[src/rtl/bp_pkg.sv]
// Shared types and constants for the branch resolver (prediction queue entries and
// predictor update records).
package bp_pkg;

  localparam int PC_W    = 32;
  localparam int IDX_W   = 8;
  localparam int IDX_LSB = 2;
  localparam int DEPTH   = 4;

  // Not-taken branches resume after the branch and its delay slot.
  localparam logic [PC_W-1:0] DELAY_SLOT_OFFSET = PC_W'(8);

  typedef struct packed {
    logic [PC_W-1:0] pc;
    logic            taken;
    logic [PC_W-1:0] target;
  } bp_entry_t;

  typedef struct packed {
    logic             branch;
    logic             res;
    logic             fail;
    logic [IDX_W-1:0] addr;
    logic [IDX_W-1:0] target;
  } bp_update_t;

  function automatic logic entry_mispredict(bp_entry_t e, logic act_taken,
                                            logic [PC_W-1:0] act_target);
    return (act_taken != e.taken) || (act_taken && e.taken && (act_target != e.target));
  endfunction

endpackage

[src/rtl/branch_resolver_if.sv]
// Prediction / resolution / predictor-update bundle of the branch resolver.
// Optional BRANCH_RESOLVER_PERF_EN adds the performance counter outputs.
interface branch_resolver_if #(
  parameter int DEPTH = 4,
  parameter int PC_W  = 32,
  parameter int IDX_W = 8
);
  localparam int OCC_W = $clog2(DEPTH) + 1;

  logic             pred_valid;
  logic             pred_ready;
  logic [PC_W-1:0]  pred_pc;
  logic             pred_taken;
  logic [PC_W-1:0]  pred_target;
  logic             res_valid;
  logic             res_taken;
  logic [PC_W-1:0]  res_target;
  logic             flush;
  logic             upd_branch;
  logic             upd_res;
  logic             upd_fail;
  logic [IDX_W-1:0] upd_addr;
  logic [IDX_W-1:0] upd_target;
  logic             redirect_valid;
  logic [PC_W-1:0]  redirect_pc;
  logic [OCC_W-1:0] occupancy;
`ifdef BRANCH_RESOLVER_PERF_EN
  logic [31:0]      perf_branch_cnt;
  logic [31:0]      perf_miss_cnt;

  modport master (
    output pred_valid, pred_pc, pred_taken, pred_target,
    output res_valid, res_taken, res_target, flush,
    input  pred_ready, upd_branch, upd_res, upd_fail, upd_addr, upd_target,
    input  redirect_valid, redirect_pc, occupancy, perf_branch_cnt, perf_miss_cnt
  );
  modport slave (
    input  pred_valid, pred_pc, pred_taken, pred_target,
    input  res_valid, res_taken, res_target, flush,
    output pred_ready, upd_branch, upd_res, upd_fail, upd_addr, upd_target,
    output redirect_valid, redirect_pc, occupancy, perf_branch_cnt, perf_miss_cnt
  );
`else
  modport master (
    output pred_valid, pred_pc, pred_taken, pred_target,
    output res_valid, res_taken, res_target, flush,
    input  pred_ready, upd_branch, upd_res, upd_fail, upd_addr, upd_target,
    input  redirect_valid, redirect_pc, occupancy
  );
  modport slave (
    input  pred_valid, pred_pc, pred_taken, pred_target,
    input  res_valid, res_taken, res_target, flush,
    output pred_ready, upd_branch, upd_res, upd_fail, upd_addr, upd_target,
    output redirect_valid, redirect_pc, occupancy
  );
`endif

endinterface

[src/rtl/bp_fifo.sv]
// Generic circular FIFO with push/pop/clear; head is read combinationally from
// the storage array. A pop frees a slot for a same-cycle push even when full.
module bp_fifo #(
  parameter int DEPTH = 4,
  parameter int WIDTH = 65
) (
  input  logic                     clk,
  input  logic                     rst,
  input  logic                     push,
  input  logic                     pop,
  input  logic                     clear,
  input  logic [WIDTH-1:0]         din,
  output logic [WIDTH-1:0]         head,
  output logic [$clog2(DEPTH):0]   count,
  output logic                     full,
  output logic                     empty
);
  localparam int PTR_W = $clog2(DEPTH);
  localparam int CNT_W = PTR_W + 1;

  logic [WIDTH-1:0] mem_q [DEPTH];
  logic [PTR_W-1:0] wr_ptr_q, wr_ptr_d;
  logic [PTR_W-1:0] rd_ptr_q, rd_ptr_d;
  logic [CNT_W-1:0] count_q, count_d;
  logic             do_push, do_pop;

  assign full  = (count_q == CNT_W'(DEPTH));
  assign empty = (count_q == '0);
  assign count = count_q;
  assign head  = mem_q[rd_ptr_q];

  always_comb begin
    do_pop   = pop & ~empty & ~clear;
    do_push  = push & ~clear & (~full | do_pop);
    wr_ptr_d = wr_ptr_q + PTR_W'(do_push);
    rd_ptr_d = rd_ptr_q + PTR_W'(do_pop);
    count_d  = count_q + CNT_W'(do_push) - CNT_W'(do_pop);
    if (clear) begin
      // Drop everything by catching the read pointer up to the write pointer.
      wr_ptr_d = wr_ptr_q;
      rd_ptr_d = wr_ptr_q;
      count_d  = '0;
    end
  end

  always_ff @(posedge clk or posedge rst) begin
    if (rst) begin
      wr_ptr_q <= '0;
      rd_ptr_q <= '0;
      count_q  <= '0;
    end else begin
      wr_ptr_q <= wr_ptr_d;
      rd_ptr_q <= rd_ptr_d;
      count_q  <= count_d;
    end
  end

  always_ff @(posedge clk) begin
    if (do_push) begin
      mem_q[wr_ptr_q] <= din;
    end
  end

endmodule

[src/rtl/branch_resolver.sv]
// Queues fetch-time branch predictions and checks them against execute results,
// producing predictor updates and a fetch redirect on mispredict.
// Optional BRANCH_RESOLVER_PERF_EN adds branch/miss performance counters.
module branch_resolver #(
  parameter int DEPTH   = bp_pkg::DEPTH,
  parameter int PC_W    = bp_pkg::PC_W,
  parameter int IDX_W   = bp_pkg::IDX_W,
  parameter int IDX_LSB = bp_pkg::IDX_LSB
) (
  input  logic               clk,
  input  logic               rst,
  branch_resolver_if.slave   bus
);
  import bp_pkg::*;

  localparam int OCC_W   = $clog2(DEPTH) + 1;
  localparam int ENTRY_W = $bits(bp_entry_t);

  bp_entry_t          push_entry;
  bp_entry_t          head_entry;
  logic [ENTRY_W-1:0] head_bits;
  logic [OCC_W-1:0]   count;
  logic               full, empty;
  logic               resolve, fail, clear;

  bp_update_t         upd_q, upd_d;
  logic               redirect_valid_q, redirect_valid_d;
  logic [PC_W-1:0]    redirect_pc_q, redirect_pc_d;

  assign push_entry = '{pc: bus.pred_pc, taken: bus.pred_taken, target: bus.pred_target};
  assign head_entry = bp_entry_t'(head_bits);

  bp_fifo #(
    .DEPTH (DEPTH),
    .WIDTH (ENTRY_W)
  ) u_fifo (
    .clk   (clk),
    .rst   (rst),
    .push  (bus.pred_valid),
    .pop   (resolve),
    .clear (clear),
    .din   (push_entry),
    .head  (head_bits),
    .count (count),
    .full  (full),
    .empty (empty)
  );

  always_comb begin
    resolve          = bus.res_valid & ~empty & ~bus.flush;
    fail             = resolve & entry_mispredict(head_entry, bus.res_taken, bus.res_target);
    // A mispredict squashes the younger wrong-path entries along with the head.
    clear            = bus.flush | fail;

    upd_d            = '0;
    redirect_valid_d = fail;
    redirect_pc_d    = redirect_pc_q;
    if (resolve) begin
      upd_d.branch = 1'b1;
      upd_d.res    = bus.res_taken;
      upd_d.fail   = fail;
      upd_d.addr   = head_entry.pc[IDX_LSB +: IDX_W];
      upd_d.target = bus.res_target[IDX_LSB +: IDX_W];
    end
    if (fail) begin
      redirect_pc_d = bus.res_taken ? bus.res_target : (head_entry.pc + DELAY_SLOT_OFFSET);
    end
  end

  always_ff @(posedge clk or posedge rst) begin
    if (rst) begin
      upd_q            <= '0;
      redirect_valid_q <= 1'b0;
      redirect_pc_q    <= '0;
    end else begin
      upd_q            <= upd_d;
      redirect_valid_q <= redirect_valid_d;
      redirect_pc_q    <= redirect_pc_d;
    end
  end

  assign bus.pred_ready     = ~full;
  assign bus.occupancy      = count;
  assign bus.upd_branch     = upd_q.branch;
  assign bus.upd_res        = upd_q.res;
  assign bus.upd_fail       = upd_q.fail;
  assign bus.upd_addr       = upd_q.addr;
  assign bus.upd_target     = upd_q.target;
  assign bus.redirect_valid = redirect_valid_q;
  assign bus.redirect_pc    = redirect_pc_q;

`ifdef BRANCH_RESOLVER_PERF_EN
  logic [31:0] perf_branch_cnt_q, perf_branch_cnt_d;
  logic [31:0] perf_miss_cnt_q, perf_miss_cnt_d;

  // Counters follow the registered update strobe, so they lag it by one cycle.
  always_comb begin
    perf_branch_cnt_d = perf_branch_cnt_q + 32'(upd_q.branch);
    perf_miss_cnt_d   = perf_miss_cnt_q + 32'(upd_q.branch & upd_q.fail);
  end

  always_ff @(posedge clk or posedge rst) begin
    if (rst) begin
      perf_branch_cnt_q <= '0;
      perf_miss_cnt_q   <= '0;
    end else begin
      perf_branch_cnt_q <= perf_branch_cnt_d;
      perf_miss_cnt_q   <= perf_miss_cnt_d;
    end
  end

  assign bus.perf_branch_cnt = perf_branch_cnt_q;
  assign bus.perf_miss_cnt   = perf_miss_cnt_q;
`endif

endmodule

[src/flat_wrapper.sv]
// flat-port wrapper written by rule: the top's interface ports become plain ports
module branch_resolver_flat import bp_pkg::*;
#(
  parameter int DEPTH   = bp_pkg::DEPTH,
  parameter int PC_W    = bp_pkg::PC_W,
  parameter int IDX_W   = bp_pkg::IDX_W,
  parameter int IDX_LSB = bp_pkg::IDX_LSB
)
  (clk, rst, bus_pred_valid, bus_pred_pc, bus_pred_taken, bus_pred_target, bus_res_valid, bus_res_taken, bus_res_target, bus_flush, bus_pred_ready, bus_upd_branch, bus_upd_res, bus_upd_fail, bus_upd_addr, bus_upd_target, bus_redirect_valid, bus_redirect_pc, bus_occupancy);
  branch_resolver_if #(.DEPTH(DEPTH), .PC_W(PC_W), .IDX_W(IDX_W)) bus_i ();
  input  logic clk;
  input  logic rst;
  input wire logic [$bits(bus_i.pred_valid)-1:0] bus_pred_valid;
  input wire logic [$bits(bus_i.pred_pc)-1:0] bus_pred_pc;
  input wire logic [$bits(bus_i.pred_taken)-1:0] bus_pred_taken;
  input wire logic [$bits(bus_i.pred_target)-1:0] bus_pred_target;
  input wire logic [$bits(bus_i.res_valid)-1:0] bus_res_valid;
  input wire logic [$bits(bus_i.res_taken)-1:0] bus_res_taken;
  input wire logic [$bits(bus_i.res_target)-1:0] bus_res_target;
  input wire logic [$bits(bus_i.flush)-1:0] bus_flush;
  output wire logic [$bits(bus_i.pred_ready)-1:0] bus_pred_ready;
  output wire logic [$bits(bus_i.upd_branch)-1:0] bus_upd_branch;
  output wire logic [$bits(bus_i.upd_res)-1:0] bus_upd_res;
  output wire logic [$bits(bus_i.upd_fail)-1:0] bus_upd_fail;
  output wire logic [$bits(bus_i.upd_addr)-1:0] bus_upd_addr;
  output wire logic [$bits(bus_i.upd_target)-1:0] bus_upd_target;
  output wire logic [$bits(bus_i.redirect_valid)-1:0] bus_redirect_valid;
  output wire logic [$bits(bus_i.redirect_pc)-1:0] bus_redirect_pc;
  output wire logic [$bits(bus_i.occupancy)-1:0] bus_occupancy;
  assign bus_i.pred_valid = bus_pred_valid;
  assign bus_i.pred_pc = bus_pred_pc;
  assign bus_i.pred_taken = bus_pred_taken;
  assign bus_i.pred_target = bus_pred_target;
  assign bus_i.res_valid = bus_res_valid;
  assign bus_i.res_taken = bus_res_taken;
  assign bus_i.res_target = bus_res_target;
  assign bus_i.flush = bus_flush;
  assign bus_pred_ready = bus_i.pred_ready;
  assign bus_upd_branch = bus_i.upd_branch;
  assign bus_upd_res = bus_i.upd_res;
  assign bus_upd_fail = bus_i.upd_fail;
  assign bus_upd_addr = bus_i.upd_addr;
  assign bus_upd_target = bus_i.upd_target;
  assign bus_redirect_valid = bus_i.redirect_valid;
  assign bus_redirect_pc = bus_i.redirect_pc;
  assign bus_occupancy = bus_i.occupancy;
  branch_resolver #(.DEPTH(DEPTH), .PC_W(PC_W), .IDX_W(IDX_W), .IDX_LSB(IDX_LSB)) u_core (.clk(clk), .rst(rst), .bus(bus_i));
endmodule
[config.mk]
export PLATFORM = sky130hd
export DESIGN_NAME = branch_resolver_flat
export DESIGN_NICKNAME = d
export VERILOG_FILES = /design/src/rtl/bp_pkg.sv /design/src/rtl/branch_resolver_if.sv /design/src/rtl/bp_fifo.sv /design/src/rtl/branch_resolver.sv /design/src/flat_wrapper.sv
export SDC_FILE = /design/constraint.sdc
export NUM_CORES = 1
export LEC_CHECK = 0
export BUFFER_PORTS_ARGS = -buffer_cell sky130_fd_sc_hd__buf_2
export CORE_MARGIN = 3
export CORE_UTILIZATION = 30
export CTS_CLUSTER_SIZE = 28
export DETAILED_ROUTE_END_ITERATION = 12
export GPL_TIMING_DRIVEN = 0
export PLACE_DENSITY = 0.44
export SLEW_MARGIN = 0
export SYNTH_ARGS = -nofsm -noshare
export SYNTH_HDL_FRONTEND = slang
export SYNTH_SLANG_ARGS = --single-unit
[constraint.sdc]
create_clock -name clk -period 5.7 [get_ports clk]
set_input_delay 0 -clock clk [delete_from_list [all_inputs] [get_ports clk]]
set_output_delay 0 -clock clk [all_outputs]
set_load 0.03 [all_outputs]
==> flow_summary.json, run 1 <==
{
  "p_switching_mw": 2.52,
  "fin_setup_tns_ns": 0,
  "critical_path.slowest_cell": "sky130_fd_sc_hd__nor4_2",
  "critical_path_required_ns": 6.10,
  "drtPass1Iterations": 4,
  "die_area_mm2": 0.0454,
  "cp_max_fo": 10,
  "setup_viol": 0,
  "worstSkewPairLatency_ns": 0.53,
  "path_buf_inv": 4,
  "critPathKind": "reg2reg",
  "place.detailed.hpwl_um": 23700,
  "synth_area_mm2": 0.0129,
  "detailed_router_s_first_iteration_violation_count": 483,
  "cts.sink_count": 318,
  "synthCells": 678,
  "netlist-cell-type-count": 38,
  "drc": 0,
  "timing.clock.skew_ns": 0.0152,
  "path_delay_family": "simple AND/OR/NAND/NOR gates",
  "die_y_um": 213,
  "core_mm2": 0.0421,
  "p_comb_share_pct": 31.8,
  "clkSlewWorstSetupHoldPaths_ns": 0.06,
  "ys.warnings.count": 0,
  "first_global_vias": 7514,
  "tritoncts.num_buffers": 37,
  "final_cell_area_mm2": 0.0166,
  "syn_area_per_cell_um2": 19.0,
  "synth-edff-count": 260,
  "max-cap-violations": 0,
  "tritoncts": "built",
  "min_period_ns": 4.81,
  "clock_power_share_pct": 29.1,
  "hold_path_class": "in2reg",
  "max_slew.worst_pin.slew_ns": 1.02,
  "syn_to_final_growth_pct": 28.9,
  "relSlewSlack_pct": 31.9,
  "leakagePower_nw": 5.99,
  "post_cts.resized_instances": 0,
  "layout_commonest_cell": "sky130_fd_sc_hd__edfxtp_1",
  "grt_first_pass_wirelength_um": 51100,
  "end_kind": "flop",
  "max_freq_ghz": 0.208,
  "tot_gr_track_use_pct": 15.7,
  "critical_path.cell_chain": "buf_2 > buf_2 > mux4_2 > xnor2_1 > nand4_1 > nor4_2 > a21oi_2 > nor2_2 > nand2_1 > ha_1 > inv_1 > ha_1 > inv_1 > fa_1 > xor2_1 > xnor2_1 > nor3_1",
  "slew_violations": 0,
  "initial_antenna_violation_count": 2,
  "finalWeightedCongestion": 0.709,
  "io_buffers": 158,
  "asyncSetResetFlopFracSynth_pct": 18.2,
  "clock_tree_buffer_depth": 3,
  "layout_common_cells": "sky130_fd_sc_hd__edfxtp_1, sky130_fd_sc_hd__buf_2, sky130_fd_sc_hd__dlygate4sd3_1",
  "seq_area_frac_synth_pct": 72.0,
  "hold_ws_ns": 0.0229,
  "viasPerCell": 4.63,
  "final_nets": 1087,
  "final_hold_viols": 0,
  "worst-endpoint-arrival_ns": 5.22,
  "launch_point_of_the_worst_hold_path": "bus_res_target[13]",
  "final_core_utilization_pct": 39.3,
  "cts_post_setup_buffers_inserted": 0,
  "grt-ovfl-total": 0,
  "timing.critical_path.slowest_cell_delay_ns": 0.61,
  "holdBufCountCts": 98,
  "status": "finished, final reports clean",
  "post_dr_wirelength_cell_um": 22.8,
  "cp-startpoint": "u_core.u_fifo.rd_ptr_q[1]$_DFF_PP0_",
  "powerDensity_mw_per_mm2": 472,
  "intPower_mw": 5.31,
  "rsz0062_at_grt": "no",
  "mappedNetlistNets": 788,
  "num_rows": 75,
  "cts-root-buf": "sky130_fd_sc_hd__clkbuf_16",
  "start_util_pct": 30.5,
  "antenna_violating_nets_post_route": 0,
  "synth-seq-cells": 318,
  "p_total_mw": 7.83,
  "p_sw_share_pct": 32.2,
  "dpl-instance-area_mm2": 0.0145,
  "power.ir.vdd_worst_mv": 0.172,
  "worst_setup_path_start_kind": "flop",
  "post_route_clock_period_utilization_pct": 84.4,
  "r2r_start": "u_core.u_fifo.rd_ptr_q[1]$_DFF_PP0_",
  "drive_above_1_share_pct": 31.6,
  "wirelength_um": 35100,
  "route.vias.total": 7126,
  "grt_max_degree": 59,
  "chipWidth_um": 213,
  "floorplan.io_pins": 159,
  "seq_power_share_pct": 39.1,
  "ctsHtreeMaxLevel": 2,
  "synth_top_flop_cell": "sky130_fd_sc_hd__edfxtp_1"
}
per-layer routing:
layer,vias up,GRT usage [%],share of wire [%]
li1,3259,-,-
met1,3657,22.0,46
met2,164,25.4,47
met3,46,2.64,5.0
met4,0,4.38,1.9
met5,-,0,0
cell usage after synthesis, drive strengths merged (2+ instances only):
cell	instances	share of area, %
nand4	13	0.63
inv	8	0.23
nand2	40	1.2
nand3	13	0.51
mux4	65	11
and3	3	0.15
and2	21	1.0
nor4	5	0.39
mux2	40	3.5
xor2	22	1.5
xnor2	41	2.8
o21ai	27	1.1
nor3	6	0.23
and4	3	0.20
edfxtp	260	61
nor2	6	0.19
ha	6	0.58
a21oi	3	0.23
and4b	2	0.16
clkbuf	11	0.32
dfrtp	58	11
nand2b	2	0.097
buf	17	1.0
stage by stage:
step	setup slack [ns]	instances
after floorplan	1.15	678
after global placement	-1.44	1375
after detailed placement	0.725	1379
after CTS	0.714	1538
after global routing	0.518	1539
final	0.888	1539
worst register-to-register path: stages, from the launching register on:
cell	delay, ns
sky130_fd_sc_hd__dfrtp_1	0.43
sky130_fd_sc_hd__buf_2	0.35
sky130_fd_sc_hd__buf_2	0.44
sky130_fd_sc_hd__mux4_2	0.38
sky130_fd_sc_hd__xnor2_1	0.26
sky130_fd_sc_hd__nand4_1	0.21
sky130_fd_sc_hd__nor4_2	0.61
sky130_fd_sc_hd__a21oi_2	0.24
sky130_fd_sc_hd__nor2_2	0.41
sky130_fd_sc_hd__nand2_1	0.10
sky130_fd_sc_hd__ha_1	0.28
sky130_fd_sc_hd__inv_1	0.05
sky130_fd_sc_hd__ha_1	0.13
sky130_fd_sc_hd__inv_1	0.05
sky130_fd_sc_hd__fa_1	0.38
sky130_fd_sc_hd__xor2_1	0.16
sky130_fd_sc_hd__xnor2_1	0.16
sky130_fd_sc_hd__nor3_1	0.06
power by group through the flow:
stage	clock (mW)	sequential [mW]	combinational [mW]
final	2.28	3.06	2.49
after global routing	2.45	3.09	2.69
after CTS	2.35	3.07	2.56
after detailed placement	0	3.12	2.50
after global placement	0	3.14	2.46
after floorplan	0	3.33	1.43
registers in the layout, summed over array words and instances (netlist names):
signal,count
u_core.u_fifo.rd_ptr_q,2
u_core.bus.upd_addr,8
u_core.bus.upd_branch,1
u_core.bus.upd_target,8
u_core.bus.redirect_valid,1
u_core.u_fifo.mem_q,260
u_core.bus.upd_res,1
u_core.bus.redirect_pc,32
u_core.u_fifo.count,3
u_core.u_fifo.wr_ptr_q,2
path summary, 6_finish.rpt:
| kind | slack (ns) | cells after the start | to |
|---|---|---|---|
| setup reg to reg | 0.89 | 17 | u_core.u_fifo.count[2]$_DFF_PP0_ |
| setup / recovery | 0.89 | 17 | u_core.u_fifo.count[2]$_DFF_PP0_ |
| hold / removal | 0.02 | 4 | u_core.bus.redirect_pc[13]$_DFFE_PP0P_ |
| max in group asynchronous | 4.96 | 3 | u_core.bus.redirect_pc[24]$_DFFE_PP0P_ |
| min in group asynchronous | 0.19 | 3 | u_core.bus.upd_target[2]$_DFF_PP0_ |
| hold reg to reg | 0.49 | 1 | u_core.bus.redirect_pc[2]$_DFFE_PP0P_ |
kinds of logic (layout without fill, tap and decap cells):
family / after synthesis / after routing / share of synthesized area (%)
muxes: 105 / 105 / 14.9
xor gates and xnor gates: 63 / 63 / 4.29
adders and majority gates: 7 / 7 / 0.740
other: 0 / 1 / 0
buffers and inverters: 36 / 357 / 1.57
AOI/OAI and AO/OA: 33 / 33 / 1.52
and+or+nand+nor: 116 / 116 / 4.99
DFF: 318 / 318 / 72.0
cell type report:
cell class | instances | area [um2]
buffer | 28 | 171
multi-input combinational | 324 | 3410
sequential | 318 | 9260
tap | 539 | 674
clock buffer | 43 | 948
fill | 3896 | 25600
clock inverter | 18 | 191
inverter | 8 | 32.5
timing repair buffer | 260 | 1880
antenna | 1 | 2.50
Power figures use the tool's default switching activity.
==> inputs of run 2 (changes only) <==
==> constraint.sdc (replaced) <==
create_clock -name clk -period 4.75 [get_ports clk]
set_input_delay 0 -clock clk [delete_from_list [all_inputs] [get_ports clk]]
set_output_delay 0 -clock clk [all_outputs]
set_load 0.03 [all_outputs]
==> flow_summary.json, run 2 (synthesis gave the netlist of run 1 again) <==
{
  "die_area_mm2": 0.0454,
  "drive_above_1_share_pct": 31.8,
  "p_sw_share_pct": 32.2,
  "status": "finished, final reports clean",
  "num_rows": 75,
  "hold_path_class": "in2reg",
  "drc": 0,
  "layout_commonest_cell": "sky130_fd_sc_hd__edfxtp_1",
  "route.vias.total": 7083,
  "final_nets": 1086,
  "path_buf_inv": 4,
  "start_util_pct": 30.5,
  "p_comb_share_pct": 31.8,
  "drtPass1Iterations": 4,
  "layout_common_cells": "sky130_fd_sc_hd__edfxtp_1, sky130_fd_sc_hd__buf_2, sky130_fd_sc_hd__dlygate4sd3_1",
  "floorplan.io_pins": 159,
  "cts-root-buf": "sky130_fd_sc_hd__clkbuf_16",
  "wirelength_um": 35100,
  "antenna_violating_nets_post_route": 0,
  "number_of_inserted_filler_cells_in_the_final_layout": 3897,
  "fin_setup_tns_ns": 0,
  "setup_viol": 0,
  "die_y_um": 213,
  "leakagePower_nw": 6.00,
  "relSlewSlack_pct": 32.7,
  "end_kind": "flop",
  "path_delay_family": "simple AND/OR/NAND/NOR gates",
  "first_global_vias": 7516,
  "detailed_router_s_first_iteration_violation_count": 489,
  "post_route_clock_period_utilization_pct": 93.0,
  "p_total_mw": 9.40,
  "regMostFlops": "u_core.u_fifo.mem_q",
  "critical_path_required_ns": 5.20,
  "chipWidth_um": 213,
  "seq_power_share_pct": 39.1,
  "p_switching_mw": 3.02,
  "tot_gr_track_use_pct": 15.7,
  "slew_violations": 0,
  "cts.sink_count": 318,
  "timing.clock.skew_ns": 0.0158,
  "worst_setup_path_start_kind": "flop",
  "worstSkewPairLatency_ns": 0.53,
  "max_freq_ghz": 0.226,
  "largest_reg_flops": 260,
  "max-cap-violations": 0,
  "core_mm2": 0.0421,
  "grt-ovfl-total": 0,
  "timing.critical_path.slowest_cell_delay_ns": 0.56,
  "critical_path.cell_chain": "buf_6 > buf_6 > mux4_2 > xnor2_1 > nand4_1 > nor4_4 > a21oi_2 > nor2_4 > nand2_1 > ha_1 > inv_1 > ha_1 > inv_1 > fa_1 > xor2_1 > xnor2_1 > nor3_1",
  "hold_ws_ns": 0.0202,
  "tritoncts.num_buffers": 37,
  "initial_antenna_violation_count": 2,
  "grt_max_degree": 59,
  "worst-endpoint-arrival_ns": 4.87,
  "clock_tree_buffer_depth": 3,
  "io_buffers": 158,
  "intPower_mw": 6.37,
  "place.detailed.hpwl_um": 23700,
  "grt_first_pass_wirelength_um": 51100,
  "critPathKind": "reg2reg",
  "cp_max_fo": 10,
  "power.ir.vdd_worst_mv": 0.207,
  "syn_to_final_growth_pct": 29.0,
  "critical_path.slowest_cell": "sky130_fd_sc_hd__mux4_2",
  "final_hold_viols": 0,
  "ctsHtreeMaxLevel": 2,
  "finalWeightedCongestion": 0.709,
  "clkSlewWorstSetupHoldPaths_ns": 0.06,
  "max_slew.worst_pin.slew_ns": 1.01,
  "clock_power_share_pct": 29.1,
  "powerDensity_mw_per_mm2": 566,
  "viasPerCell": 4.61,
  "tritoncts": "built",
  "rsz0062_at_grt": "no",
  "post_dr_wirelength_cell_um": 22.8,
  "min_period_ns": 4.42
}
[run 2: repair_timing]
action	CTS	global route
gates resized for setup	3	2
endpoints found under the setup margin	168	1
buffers inserted	0	0
hold buffers	98	0
pin swaps	0	1
endpoints found under the hold margin	359	0
[run 2: through the flow]
| stage | utilization, % | setup WS, ns | cell area, um2 | cells |
|---|---|---|---|---|
| 3_5_place_dp | 34.3 | -0.225 | 14500 | 1379 |
| 3_3_place_gp | 34.0 | -2.39 | 14300 | 1375 |
| 6_report | 39.4 | 0.334 | 16600 | 1538 |
| 2_1_floorplan | - | 0.202 | 12900 | 678 |
| 4_1_cts | 39.4 | 0.0807 | 16600 | 1538 |
| 5_1_grt | 39.4 | 0.0108 | 16600 | 1538 |
[run 2: worst paths after layout]
kind,startpoint,to,slack [ns],cells after the start
worst min-delay path,bus_res_target[13],u_core.bus.redirect_pc[13]$_DFFE_PP0P_,0.02,4
min in group asynchronous,rst,u_core.bus.upd_target[2]$_DFF_PP0_,0.19,3
worst min register to register,u_core.bus.redirect_pc[2]$_DFFE_PP0P_,u_core.bus.redirect_pc[2]$_DFFE_PP0P_,0.49,1
worst max register to register,u_core.u_fifo.rd_ptr_q[0]$_DFF_PP0_,u_core.u_fifo.count[2]$_DFF_PP0_,0.33,17
max in group asynchronous,rst,u_core.bus.redirect_pc[24]$_DFFE_PP0P_,4.01,3
worst max-delay path,u_core.u_fifo.rd_ptr_q[0]$_DFF_PP0_,u_core.u_fifo.count[2]$_DFF_PP0_,0.33,17
[run 2: power groups by stage]
stage / logic (mW) / registers [mW] / clock network (mW)
after CTS: 3.08 / 3.69 / 2.82
after global routing: 3.23 / 3.71 / 2.94
after detailed placement: 3.00 / 3.74 / 0
final: 2.99 / 3.67 / 2.74
after global placement: 2.95 / 3.77 / 0
after floorplan: 1.72 / 4.00 / 0
[run 2: layout make-up]
cell class	count	area (um2)	area share (%)
Buffer	27	174	1.05
Clock buffer	43	948	5.72
Tap cell	539	674	4.06
Timing Repair Buffer	260	1880	11.3
Clock inverter	18	191	1.15
Inverter	8	32.5	0.196
Sequential cell	318	9260	55.8
Multi-Input combinational cell	324	3430	20.7
Antenna cell	1	2.50	0.0151
[run 2: tightest hold or removal path, cell delays in order]
cell and delay, ns:
sky130_fd_sc_hd__buf_2 0.17, sky130_fd_sc_hd__nand2_1 0.07, sky130_fd_sc_hd__o21ai_0 0.12, sky130_fd_sc_hd__mux2_1 0.14
[run 2: per-layer routing]
| metal | vias to the layer above | global-route usage (%) | part of all wire (%) | wire length, um |
|---|---|---|---|---|
| met5 | - | 0 | 0 | 0 |
| met4 | 0 | 4.38 | 1.9 | 678 |
| met3 | 48 | 2.64 | 5.1 | 1780 |
| met2 | 160 | 25.4 | 48 | 16800 |
| met1 | 3616 | 22.0 | 45 | 15900 |
| li1 | 3259 | - | - | - |
==> inputs of run 3 (changes only) <==
==> constraint.sdc (replaced) <==
create_clock -name clk -period 4.75 [get_ports clk]
set_input_delay 0.475 -clock clk [delete_from_list [all_inputs] [get_ports clk]]
set_output_delay 0.475 -clock clk [all_outputs]
set_load 0.03 [all_outputs]
==> flow_summary.json, run 3 (synthesis gave the netlist of run 1 again) <==
{
  "slew_violations": 0,
  "timing.clock.skew_ns": 0.0166,
  "p_total_mw": 9.33,
  "cts-root-buf": "sky130_fd_sc_hd__clkbuf_16",
  "ctsHtreeMaxLevel": 2,
  "layout_common_cells": "sky130_fd_sc_hd__edfxtp_1, sky130_fd_sc_hd__buf_2, sky130_fd_sc_hd__mux4_2",
  "core_mm2": 0.0421,
  "worstSkewPairLatency_ns": 0.53,
  "start_util_pct": 30.5,
  "post_dr_wirelength_cell_um": 24.0,
  "post_route_clock_period_utilization_pct": 93.5,
  "end_kind": "flop",
  "syn_to_final_growth_pct": 21.4,
  "final_hold_viols": 0,
  "critPathKind": "reg2reg",
  "cp_max_fo": 10,
  "final_nets": 988,
  "tritoncts": "built",
  "rr_endpoint": "u_core.u_fifo.count[2]$_DFF_PP0_",
  "r2r_setup_slack_ns": 0.31,
  "final_cell_area_mm2": 0.0156,
  "min_period_ns": 4.44,
  "rsz0062_at_grt": "no",
  "grt_max_degree": 59,
  "grt_util_met1_pct": 21.5,
  "max-cap-violations": 0,
  "power.ir.vdd_worst_mv": 0.204,
  "grt_util_met2_pct": 24.5,
  "worst-endpoint-arrival_ns": 4.84,
  "first_global_vias": 7038,
  "final_cell_count_no_fill": 1439,
  "detailed_router_s_first_iteration_violation_count": 442,
  "die_area_mm2": 0.0454,
  "wirelength_um": 34600,
  "antenna_cells": 0,
  "cts.sink_count": 318,
  "regMostFlops": "u_core.u_fifo.mem_q",
  "largest_reg_flops": 260,
  "drtPass1Iterations": 5,
  "finalWeightedCongestion": 0.709,
  "critical_path_required_ns": 5.15,
  "place.detailed.hpwl_um": 23700,
  "cts_post_setup_buffers_inserted": 0,
  "initial_antenna_violation_count": 6,
  "status": "finished, final reports clean",
  "drc": 0,
  "grtUsageMet3_pct": 3.31,
  "drive_above_1_share_pct": 35.2,
  "tritoncts.num_buffers": 37,
  "final_core_utilization_pct": 37.0,
  "leakagePower_nw": 5.59,
  "floorplan.io_pins": 159,
  "grt_first_pass_wirelength_um": 49600,
  "clkSlewWorstSetupHoldPaths_ns": 0.06,
  "powerDensity_mw_per_mm2": 598,
  "place_ws_ns": -0.225,
  "hold_ws_ns": 0.104,
  "worst_setup_path_start_kind": "flop",
  "grt-ovfl-total": 0,
  "number_of_inserted_filler_cells_in_the_final_layout": 3952,
  "die_y_um": 213,
  "hold_path_class": "in2async",
  "setup_viol": 0,
  "fin_setup_tns_ns": 0,
  "grt_busiest_layer": "met2",
  "final.setup.worst_slack_ns": 0.309,
  "worst-r2r-cell-count": 17,
  "layout_commonest_cell": "sky130_fd_sc_hd__edfxtp_1",
  "viasPerCell": 4.66,
  "io_buffers": 158,
  "clock_tree_buffer_depth": 3,
  "chipWidth_um": 213,
  "dpl-instance-area_mm2": 0.0145,
  "num_rows": 75,
  "max_freq_ghz": 0.225,
  "route.vias.total": 6711,
  "max_slew.worst_pin.slew_ns": 1.02,
  "relSlewSlack_pct": 32.1,
  "dp.cells": 1379,
  "tot_gr_track_use_pct": 15.4,
  "antenna_violating_nets_post_route": 0,
  "r2r_start": "u_core.u_fifo.rd_ptr_q[0]$_DFF_PP0_"
}
-- run 3: cell count changes in the layout (fill, tap and decap cells not counted) --
cell                            delta
sky130_fd_sc_hd__dlygate4sd3_1    -98
sky130_fd_sc_hd__diode_2           -1
-- run 3: power by group --
group	internal, mW	switching (mW)	total (mW)
Clock	1.64	1.09	2.73
Combinational	1.20	1.73	2.93
Sequential	3.48	0.192	3.67
-- run 3: worst max path at each step --
stage,start,to,slack [ns],cells after the start
2_1_floorplan,u_core.u_fifo.rd_ptr_q[0]$_DFF_PP0_,u_core.u_fifo.mem_q[1][0]$_DFFE_PP_,0.20,8
3_3_place_gp,u_core.u_fifo.rd_ptr_q[1]$_DFF_PP0_,u_core.u_fifo.mem_q[0][13]$_DFFE_PP_,-2.39,8
3_5_place_dp,u_core.u_fifo.rd_ptr_q[1]$_DFF_PP0_,u_core.u_fifo.count[2]$_DFF_PP0_,-0.22,16
4_1_cts,u_core.u_fifo.rd_ptr_q[0]$_DFF_PP0_,u_core.u_fifo.count[2]$_DFF_PP0_,0.08,17
5_1_grt,u_core.u_fifo.rd_ptr_q[0]$_DFF_PP0_,u_core.u_fifo.count[2]$_DFF_PP0_,0.01,17
6_report,u_core.u_fifo.rd_ptr_q[0]$_DFF_PP0_,u_core.u_fifo.count[2]$_DFF_PP0_,0.31,17
-- run 3: cell type report --
| class | count | area, um2 | area share (%) |
|---|---|---|---|
| clock buffers | 43 | 948 | 6.08 |
| well taps | 539 | 674 | 4.32 |
| clock inverters | 18 | 191 | 1.23 |
| multi-input cells | 324 | 3430 | 22.0 |
| plain buffers | 27 | 174 | 1.11 |
| repair buffers | 162 | 901 | 5.77 |
| inverters | 8 | 32.5 | 0.208 |
| flip-flops and latches | 318 | 9260 | 59.3 |
-- run 3: worst max-delay path, cell delays in order (launching register included) --
cell	delay (ns)
sky130_fd_sc_hd__dfrtp_1	0.40
sky130_fd_sc_hd__buf_6	0.23
sky130_fd_sc_hd__buf_6	0.23
sky130_fd_sc_hd__mux4_2	0.56
sky130_fd_sc_hd__xnor2_1	0.33
sky130_fd_sc_hd__nand4_1	0.28
sky130_fd_sc_hd__nor4_4	0.43
sky130_fd_sc_hd__a21oi_2	0.21
sky130_fd_sc_hd__nor2_4	0.28
sky130_fd_sc_hd__nand2_1	0.09
sky130_fd_sc_hd__ha_1	0.27
sky130_fd_sc_hd__inv_1	0.05
sky130_fd_sc_hd__ha_1	0.12
sky130_fd_sc_hd__inv_1	0.05
sky130_fd_sc_hd__fa_1	0.38
sky130_fd_sc_hd__xor2_1	0.16
sky130_fd_sc_hd__xnor2_1	0.16
sky130_fd_sc_hd__nor3_1	0.06
-- run 3: per-layer routing --
layer  part of all wire, %  wire [um]
met3                   5.6       1940
met5                  0.14         48
met1                    45      15500
met2                    47      16300
met4                   2.1        711
-- run 3: what timing repair did --
item,CTS,global route
setup endpoints to repair,168,1
pin swaps,0,1
hold buffers,0,0
gates resized for setup,3,2
